[src/rtl/ws2812_pkg.sv]
// rtl/ws2812_pkg.sv - WS2812 line timing constants, GRB layout and receiver state encoding
package ws2812_pkg;

    localparam int CLK_HZ   = 16_000_000;
    localparam int T0H_NS   = 400;
    localparam int T1H_NS   = 800;
    localparam int RESET_NS = 50_000;

    localparam int G_LSB = 16;
    localparam int R_LSB = 8;
    localparam int B_LSB = 0;

    typedef enum logic [1:0] {
        ST_ARM  = 2'd0,
        ST_IDLE = 2'd1,
        ST_HIGH = 2'd2
    } rx_state_t;

    // Rounds up so a gap is never judged shorter than its nominal time.
    function automatic int ns_to_cycles(input int ns, input int clk_hz);
        longint prod;
        prod = longint'(ns) * longint'(clk_hz);
        return int'((prod + longint'(999_999_999)) / longint'(1_000_000_000));
    endfunction

endpackage

[src/rtl/ws2812_din_sync.sv]
// rtl/ws2812_din_sync.sv - two-flop synchronizer for the strip line with edge strobes aligned to din_s
module ws2812_din_sync (
    input  logic clk,
    input  logic rst_n,
    input  logic din,
    output logic din_s,
    output logic rise,
    output logic fall
);

    logic meta;

    // Strobes are computed from the stage ahead so they coincide with the din_s transition.
    always_ff @(posedge clk or negedge rst_n) begin
        if (!rst_n) begin
            meta  <= 1'b0;
            din_s <= 1'b0;
            rise  <= 1'b0;
            fall  <= 1'b0;
        end else begin
            meta  <= din;
            din_s <= meta;
            rise  <= meta & ~din_s;
            fall  <= ~meta & din_s;
        end
    end

endmodule

[src/rtl/ws2812_rx.sv]
// rtl/ws2812_rx.sv - WS2812 line decoder recovering GRB pixel words and frame-latch events
module ws2812_rx
    import ws2812_pkg::*;
#(
    parameter int T_SAMPLE     = 10,
    parameter int MIN_HIGH     = 2,
    parameter int MAX_HIGH     = 24,
    parameter int RESET_CYCLES = ns_to_cycles(RESET_NS, CLK_HZ),
    parameter int MAX_PIXELS   = 512,
    parameter int IDX_W        = 9
) (
    input  logic             clk,
    input  logic             rst_n,
    input  logic             din,
    output logic [23:0]      pix_grb,
    output logic             pix_valid,
    output logic [IDX_W-1:0] pix_index,
    output logic             latch,
    output logic             frame_err,
    output logic             armed
);

    localparam int HCNT_W = $clog2(MAX_HIGH + 2);
    localparam int LCNT_W = $clog2(RESET_CYCLES + 1);

    localparam logic [HCNT_W-1:0] HC_SAMPLE = HCNT_W'(T_SAMPLE);
    localparam logic [HCNT_W-1:0] HC_MIN    = HCNT_W'(MIN_HIGH);
    localparam logic [HCNT_W-1:0] HC_MAX    = HCNT_W'(MAX_HIGH);
    localparam logic [LCNT_W-1:0] LC_GAP    = LCNT_W'(RESET_CYCLES - 1);
    localparam logic [LCNT_W-1:0] LC_SAT    = LCNT_W'(RESET_CYCLES);
    localparam logic [IDX_W-1:0]  IDX_LAST  = IDX_W'(MAX_PIXELS - 1);

    logic din_s, rise, fall;

    ws2812_din_sync u_sync (
        .clk   (clk),
        .rst_n (rst_n),
        .din   (din),
        .din_s (din_s),
        .rise  (rise),
        .fall  (fall)
    );

    rx_state_t         state, state_n;
    logic [HCNT_W-1:0] hcnt, hcnt_n;
    logic [LCNT_W-1:0] lcnt, lcnt_n;
    logic [23:0]       shift, shift_n;
    logic [4:0]        bitcnt, bitcnt_n;
    logic              full, full_n;
    logic [23:0]       grb_n;
    logic              valid_n, latch_n, err_n, armed_n;
    logic [IDX_W-1:0]  idx_n;
    logic              shift_en, shift_bit;

    always_comb begin
        state_n   = state;
        hcnt_n    = hcnt;
        lcnt_n    = lcnt;
        shift_n   = shift;
        bitcnt_n  = bitcnt;
        full_n    = full;
        grb_n     = pix_grb;
        valid_n   = 1'b0;
        idx_n     = pix_index;
        latch_n   = 1'b0;
        err_n     = frame_err;
        armed_n   = armed;
        shift_en  = 1'b0;
        shift_bit = 1'b0;

        // A partial-pixel error is shown only for the latch cycle itself.
        if (latch)
            err_n = 1'b0;

        if (pix_valid) begin
            if (pix_index == IDX_LAST)
                full_n = 1'b1;
            else
                idx_n = pix_index + 1'b1;
        end

        case (state)
            ST_ARM: begin
                if (din_s) begin
                    lcnt_n = '0;
                end else if (lcnt == LC_GAP) begin
                    armed_n  = 1'b1;
                    state_n  = ST_IDLE;
                    lcnt_n   = LC_SAT;
                    bitcnt_n = '0;
                    idx_n    = '0;
                    full_n   = 1'b0;
                end else begin
                    lcnt_n = lcnt + 1'b1;
                end
            end
            ST_IDLE: begin
                if (rise) begin
                    hcnt_n  = '0;
                    state_n = ST_HIGH;
                end else if (lcnt == LC_GAP) begin
                    lcnt_n = LC_SAT;
                    if (bitcnt != '0 || pix_index != '0 || full) begin
                        latch_n  = 1'b1;
                        err_n    = (bitcnt != '0);
                        idx_n    = '0;
                        bitcnt_n = '0;
                        full_n   = 1'b0;
                    end
                end else if (lcnt != LC_SAT) begin
                    lcnt_n = lcnt + 1'b1;
                end
            end
            ST_HIGH: begin
                if (hcnt > HC_MAX) begin
                    err_n    = 1'b1;
                    bitcnt_n = '0;
                    lcnt_n   = '0;
                    state_n  = ST_ARM;
                end else if (fall) begin
                    state_n = ST_IDLE;
                    if (hcnt < HC_MIN) begin
                        err_n = 1'b1;
                    end else begin
                        lcnt_n = '0;
                        if (hcnt <= HC_SAMPLE)
                            shift_en = 1'b1;
                    end
                end else begin
                    hcnt_n = hcnt + 1'b1;
                    if (hcnt == HC_SAMPLE) begin
                        shift_en  = 1'b1;
                        shift_bit = 1'b1;
                    end
                end
            end
            default: state_n = ST_ARM;
        endcase

        // Overrides the overlong-pulse bitcnt clear only when both happen together, which the counts rule out.
        if (shift_en) begin
            shift_n = {shift[22:0], shift_bit};
            if (bitcnt == 5'd23) begin
                grb_n    = shift_n;
                valid_n  = 1'b1;
                bitcnt_n = '0;
                if (full)
                    err_n = 1'b1;
            end else begin
                bitcnt_n = bitcnt + 1'b1;
            end
        end
    end

    always_ff @(posedge clk or negedge rst_n) begin
        if (!rst_n) begin
            state     <= ST_ARM;
            hcnt      <= '0;
            lcnt      <= '0;
            shift     <= '0;
            bitcnt    <= '0;
            full      <= 1'b0;
            pix_grb   <= '0;
            pix_valid <= 1'b0;
            pix_index <= '0;
            latch     <= 1'b0;
            frame_err <= 1'b0;
            armed     <= 1'b0;
        end else begin
            state     <= state_n;
            hcnt      <= hcnt_n;
            lcnt      <= lcnt_n;
            shift     <= shift_n;
            bitcnt    <= bitcnt_n;
            full      <= full_n;
            pix_grb   <= grb_n;
            pix_valid <= valid_n;
            pix_index <= idx_n;
            latch     <= latch_n;
            frame_err <= err_n;
            armed     <= armed_n;
        end
    end

endmodule

[config.mk]
export PLATFORM = sky130hd
export DESIGN_NAME = ws2812_rx
export DESIGN_NICKNAME = d
export VERILOG_FILES = /design/src/rtl/ws2812_pkg.sv /design/src/rtl/ws2812_din_sync.sv /design/src/rtl/ws2812_rx.sv
export SDC_FILE = /design/constraint.sdc
export NUM_CORES = 1
export LEC_CHECK = 0
export BUFFER_PORTS_ARGS = -buffer_cell sky130_fd_sc_hd__buf_4
export CORE_MARGIN = 2
export CORE_UTILIZATION = 55
export CTS_BUF_LIST = sky130_fd_sc_hd__clkbuf_8
export DETAILED_ROUTE_END_ITERATION = 8
export PLACE_DENSITY = 0.75
export SLEW_MARGIN = 15
export SYNTH_ARGS = -nofsm -noshare
export SYNTH_HDL_FRONTEND = slang
export SYNTH_HIERARCHICAL = 1
export SYNTH_SLANG_ARGS = --single-unit
[constraint.sdc]
create_clock -name clk -period 2.4 [get_ports clk]
set_clock_uncertainty 0.15 [all_clocks]
set_input_delay 0.48 -clock clk [delete_from_list [all_inputs] [get_ports clk]]
set_output_delay 0.48 -clock clk [all_outputs]
set_load 0.05 [all_outputs]
Yosys cells after proc, flatten, opt, wreduce, memory -nomap -nowiden
Cells that the tools add are included.
{ "word_totals": {"register_bits": 87, "in_bits": 3} }
{ "op_classes": {"n_addsub": 4, "order_cmp": 3, "n_eq_ne": 22, "n_mux": 70, "n_bitwise": 4, "n_reduce_logical": 14} }
{ "ops": {"columns": ["cell", "n"], "rows": [
  ["$mux W10", 8],
  ["$mux W9", 7],
  ["$mux W5", 11],
  ["$mux W1", 32],
  ["$pmux W10 S3", 1],
  ["$ne A3 B3 Y1 const B", 8],
  ["$pmux W9 S2", 1],
  ["$pmux W5 S3", 1],
  ["$add A10 B1 Y10 const B", 1],
  ["$add A5 B1 Y5 const B", 2],
  ["$eq A10 B10 Y1 const B", 1],
  ["$mux W2", 5],
  ["$ne A10 B10 Y1 const B", 1],
  ["$ne A2 B2 Y1 const B", 5],
  ["$pmux W5 S2", 1],
  ["$add A9 B1 Y9 const B", 1],
  ["$eq A9 B9 Y1 const B", 1],
  ["$reduce_bool A9 Y1", 1],
  ["$reduce_and A4 Y1", 2],
  ["$reduce_and A7 Y1", 1],
  ["$pmux W2 S3", 1],
  ["$eq A5 B4 Y1 const B", 1],
  ["$eq A5 B5 Y1 const B", 1],
  ["$gt A5 B5 Y1 const B", 1],
  ["18 further kinds", 22]
]} }

Longest topological paths before layout
{ "depth": {"word_depth": 10, "mapped_depth": 8} }

By module
Netlist, hierarchy kept.
{ "modules_own_cells": {"columns": ["mod", "n_inst", "cells_per_inst", "area_per_inst_um2"], "rows": [
  ["ws2812_rx", 1, 368, 4072.7],
  ["ws2812_din_sync", 1, 6, 115.1]
]} }

Worst setup path before layout
No wires, ideal clock.
{ "synth_timing": {"path_type": "flip-flop to flip-flop", "startpoint": "register state[1]", "endpoint": "register lcnt[8]", "setup_time_ps": 110, "arrival_ps": 1924, "setup_slack_ps": 216, "stages_incl_launch_ff": 9, "n_path_buf": 1, "period_less_slack_ps": 2184, "cell_sequence": "dfrtp_1 -> inv_1 -> ha_1 -> inv_1 -> or4_1 -> o211ai_1 -> buf_2 -> o21ai_0 -> o41ai_1"} }
{ "synth_via": {"elab_chain_cells": 3, "elab_cells_between_ends": 10, "classes_between": "eq/ne (6); mux (1); reduce/logical (3)"} }
{ "synth_rtl": {"columns": ["element", "line_no", "text"], "rows": [
  ["from (decl)", "ws2812_rx.sv:44", "rx_state_t state, state_n;"],
  ["from (signal assigned)", "ws2812_rx.sv:170", "state <= state_n;"],
  ["$eq A2 B2 Y1, or another cell as far along", "ws2812_rx.sv:82", "case (state)"],
  ["$ne A3 B3 Y1 (no line), or another cell as far along", null, null],
  ["$reduce_and A5 Y1 (no line)", null, null],
  ["to (signal assigned)", "ws2812_rx.sv:172", "lcnt <= lcnt_n;"],
  ["to (decl)", "ws2812_rx.sv:46", "logic [LCNT_W-1:0] lcnt, lcnt_n;"]
]} }
Several ways; a longest one is shown, not always the timed one.
A chain may end at the register's enable or synchronous reset.

Worst setup path in the final report
{ "layout_timing": {"startpoint": "register state[0]", "endpoint": "register bitcnt[3]"} }
{ "layout_via": {"elab_chain_cells": 4, "elab_cells_between_ends": 14, "classes_between": "eq/ne (8); mux (3); reduce/logical (3)"} }
{ "layout_rtl": {"columns": ["element", "line_no", "text"], "rows": [
  ["$eq A2 B2 Y1", "ws2812_rx.sv:82", null],
  ["$mux W1", "ws2812_rx.sv:82", null],
  ["$ne A3 B3 Y1 (no line) or $reduce_bool A4 Y1 (tied branches)", null, null],
  ["$reduce_and A7 Y1 (no line)", null, null],
  ["to (signal assigned)", "ws2812_rx.sv:174", "bitcnt <= bitcnt_n;"],
  ["to (decl)", "ws2812_rx.sv:48", "logic [4:0] bitcnt, bitcnt_n;"]
]} }
Several ways; a longest one is shown, not always the timed one.

==> metrics.yaml <==
viasPerCell: 5.69
diodes: 0
initial_core_util: 0.571
max_freq_mhz: 432
drive_gt1_frac: 0.300
vias: 3046
synth-seq-area-share: 0.520
avgSynthCellArea_um2: 11.2
nets: 448
cts_made_buffers: 9
clockBufferDepth: 2
crit_fanout: 9
hold_viol: 0
syn_to_final_growth_pct: 19.7
arrival_ps: 2430
gp_congestion: 0.817
syn_nets: 390
maxSlewHeadroom: 0.665
track_usage: 0.211
whs_ps: 71.7
setup.worst_path.end_class: "flip-flop"
intPower_uw: 2290
grt_max_degree: 51
die_w_um: 91.3
worstMarginPinSlew_ps: 503
drc: 0
cts_tree: "built"
numClockSinks: 87
required_ps: 2520
dominantRegCellSynth: "dfrtp_1"
status: "complete, no violations"
clk_latency_ps: 360
root_buffer: "clkbuf_8"
crit_path_start_kind: "flip-flop"
portBuffers: 39
fill_cells: 550
setup_violations: 0
drt_pass1_iterations: 4
min-delay-path-class: "input port to flip-flop"
rows: 31
ys_warn_count: 6
core_um2: 7330
crit_chain: "inv_1 > ha_4 > or3b_1 > or4_1 > a21oi_1 > nor3_1 > a211oi_1"
initialDrtViolationCount: 186
powerDensity_nw_per_um2: 573
syn_inst: 374
synthArstFlopShare: 1.00
p_sw_uw: 581
synth_top_area_cell: "dfrtp_1"
overflow: 0
antenna_found_initial: 0
dieArea_um2: 8330
synth.area.top_cells: "dfrtp_1, mux2_2, ha_1, nor2_1, o21ai_0"
wl_um: 8330
p_leak_uw: 0.00239
power.ir.vdd_worst_mv: 0.459
clockPowerShare: 0.463
synth-edff-count: 0
detail-route-antenna-nets: 0
ctsHtreeMaxLevel: 3
grt_pass1_wl_um: 14000
drv_cap: 0
synth_seq_cells: 87
crit_type: "flip-flop to flip-flop"
stdcell_area_um2: 5010
dieHeight_um: 91.3
clk_pin_slew_ps: 90
synth.distinct_cells: 59
min_period_ps: 2320
synth_top_area_share: 0.520
rsz0062_at_grt: "true"
share_comb_of_total_power: 0.021
p_sw_frac: 0.202
first_global_vias: 2842
slowest_delay_ps: 440
period_share: 0.965
wl_per_cell_um: 15.6
post_dp_cell_area_um2: 4670
slowest_stage: "dfrtp_1"
num_io_pins: 40
dp_hpwl_um: 5640
pwr-share-seq: 0.516
syn_area_um2: 4190
slew_violations: 0
## synth_stat cells, types with 5 or more instances
cell	instances
nor2_1	29
nor3_1	7
buf_2	5
nand2b_1	7
o21ai_0	21
dfrtp_1	87
o31ai_1	6
nand2_1	19
mux2_2	43
clkbuf_1	6
inv_1	19
ha_1	13
nor2b_1	6
a21oi_1	18
nand3_1	15
## stage by stage
stage / util / std cells / setup TNS, ps / worst slack, ps / total power (uW)
5_1_grt: 0.684 / 535 / -154 / -50.6 / 2970
4_1_cts: 0.674 / 529 / 0 / 33.1 / 2900
2_1_floorplan: - / 374 / 0 / 216 / 1530
3_5_place_dp: 0.637 / 513 / 0 / 28.1 / 1570
3_3_place_gp: 0.637 / 513 / 0 / 121 / 1570
6_report: 0.684 / 535 / 0 / 84.1 / 2870
## state kept, by name, indices dropped and copies added, names as in the netlist
signal        count
shift            23
pix_grb          24
bitcnt            5
full              1
armed             1
u_sync/rise       1
pix_index         9
u_sync/din_s      1
latch             1
lcnt             10
u_sync/meta       1
state             2
frame_err         1
hcnt              5
pix_valid         1
u_sync/fall       1
## worst paths after layout
path / from / to / slack (ps) / depth (start not counted)
min in group asynchronous: rst_n / lcnt[1]$_DFFE_PN0P_ / 470 / 2
worst max-delay path: state[0]$_DFFE_PN0P_ / bitcnt[3]$_DFFE_PN0P_ / 80 / 7
worst min-delay path: din / u_sync/meta$_DFF_PN0_ / 70 / 1
worst min register to register: u_sync/meta$_DFF_PN0_ / u_sync/din_s$_DFF_PN0_ / 280 / 0
max in group asynchronous: rst_n / shift[6]$_DFFE_PN0P_ / 1010 / 3
worst max register to register: state[0]$_DFFE_PN0P_ / bitcnt[3]$_DFFE_PN0P_ / 80 / 7
## critical path, delay by kind of cell, from the launching register on
| family | cells | cell delay (ps) |
|---|---|---|
| AO/OA/AOI/OAI | 2 | 470 |
| adder cells (fa/ha/maj) | 1 | 200 |
| buffers and inverters | 1 | 160 |
| flip-flops | 1 | 440 |
| AND/OR/NAND/NOR | 3 | 810 |
## kinds of logic after synthesis
logic type,count (synthesis),share of synthesized area
flip-flops,87,0.520
multiplexers,47,0.126
adder cells (fa/ha/maj),13,0.0388
buffers and inverters,32,0.0338
XOR/XNOR,4,0.00837
AND/OR/NAND/NOR,117,0.154
AO/OA/AOI/OAI,74,0.119
## what timing repair did
| action | CTS | global route |
|---|---|---|
| buffers inserted | 0 | 5 |
| gates resized for setup | 0 | 6 |
| hold buffers | 1 | 0 |
| hold endpoints to repair | 37 | 0 |
| endpoints found under the setup margin | 0 | 34 |
## cell usage in the layout, fill, tap and decap left out, types with 3 or more instances in the layout
master / netlist / final
clkbuf_8: 0 / 9
inv_1: 19 / 19
nand2b_1: 7 / 6
nand2_1: 19 / 19
nor2b_1: 6 / 6
nand3b_1: 3 / 3
nand3_1: 15 / 15
o21ai_2: 2 / 3
a21oi_1: 18 / 17
bufinv_16: 0 / 4
buf_4: 0 / 56
o22a_1: 3 / 3
nor2_1: 29 / 29
o21ai_0: 21 / 21
xnor2_1: 3 / 3
nor4_1: 3 / 3
mux2_1: 3 / 3
o31ai_1: 6 / 6
ha_1: 13 / 11
mux2_2: 43 / 43
or4_1: 4 / 4
or3_1: 3 / 3
nand4_1: 4 / 4
nor3_1: 7 / 7
dfrtp_1: 87 / 87
## metal layers
layer / up-vias / global-route usage / share of wire
met5: - / 0 / 0
met4: 0 / 0.0859 / 0.021
met3: 14 / 0.0357 / 0.032
met2: 62 / 0.343 / 0.49
met1: 1516 / 0.283 / 0.46
li1: 1454 / - / -
## power by group through the flow
stage | sequential [uW] | clock (uW) | combinational (uW)
after floorplan | 1510 | 0 | 21.8
after global placement | 1510 | 0 | 59.5
after detailed placement | 1510 | 0 | 60.8
after CTS | 1480 | 1350 | 62.0
after global routing | 1480 | 1410 | 71.3
final | 1480 | 1330 | 60.1
## final cells by class
type                            instances  area (um2)  area share
Clock inverter                          6         140      0.0280
Inverter                               19        71.3      0.0142
Clock buffer                            9         124      0.0247
Sequential cell                        87        2180       0.434
Timing Repair Buffer                   60         475      0.0949
Multi-Input combinational cell        255        1900       0.379
Tap cell                               99         124      0.0247
Power figures use the tool's default switching activity.
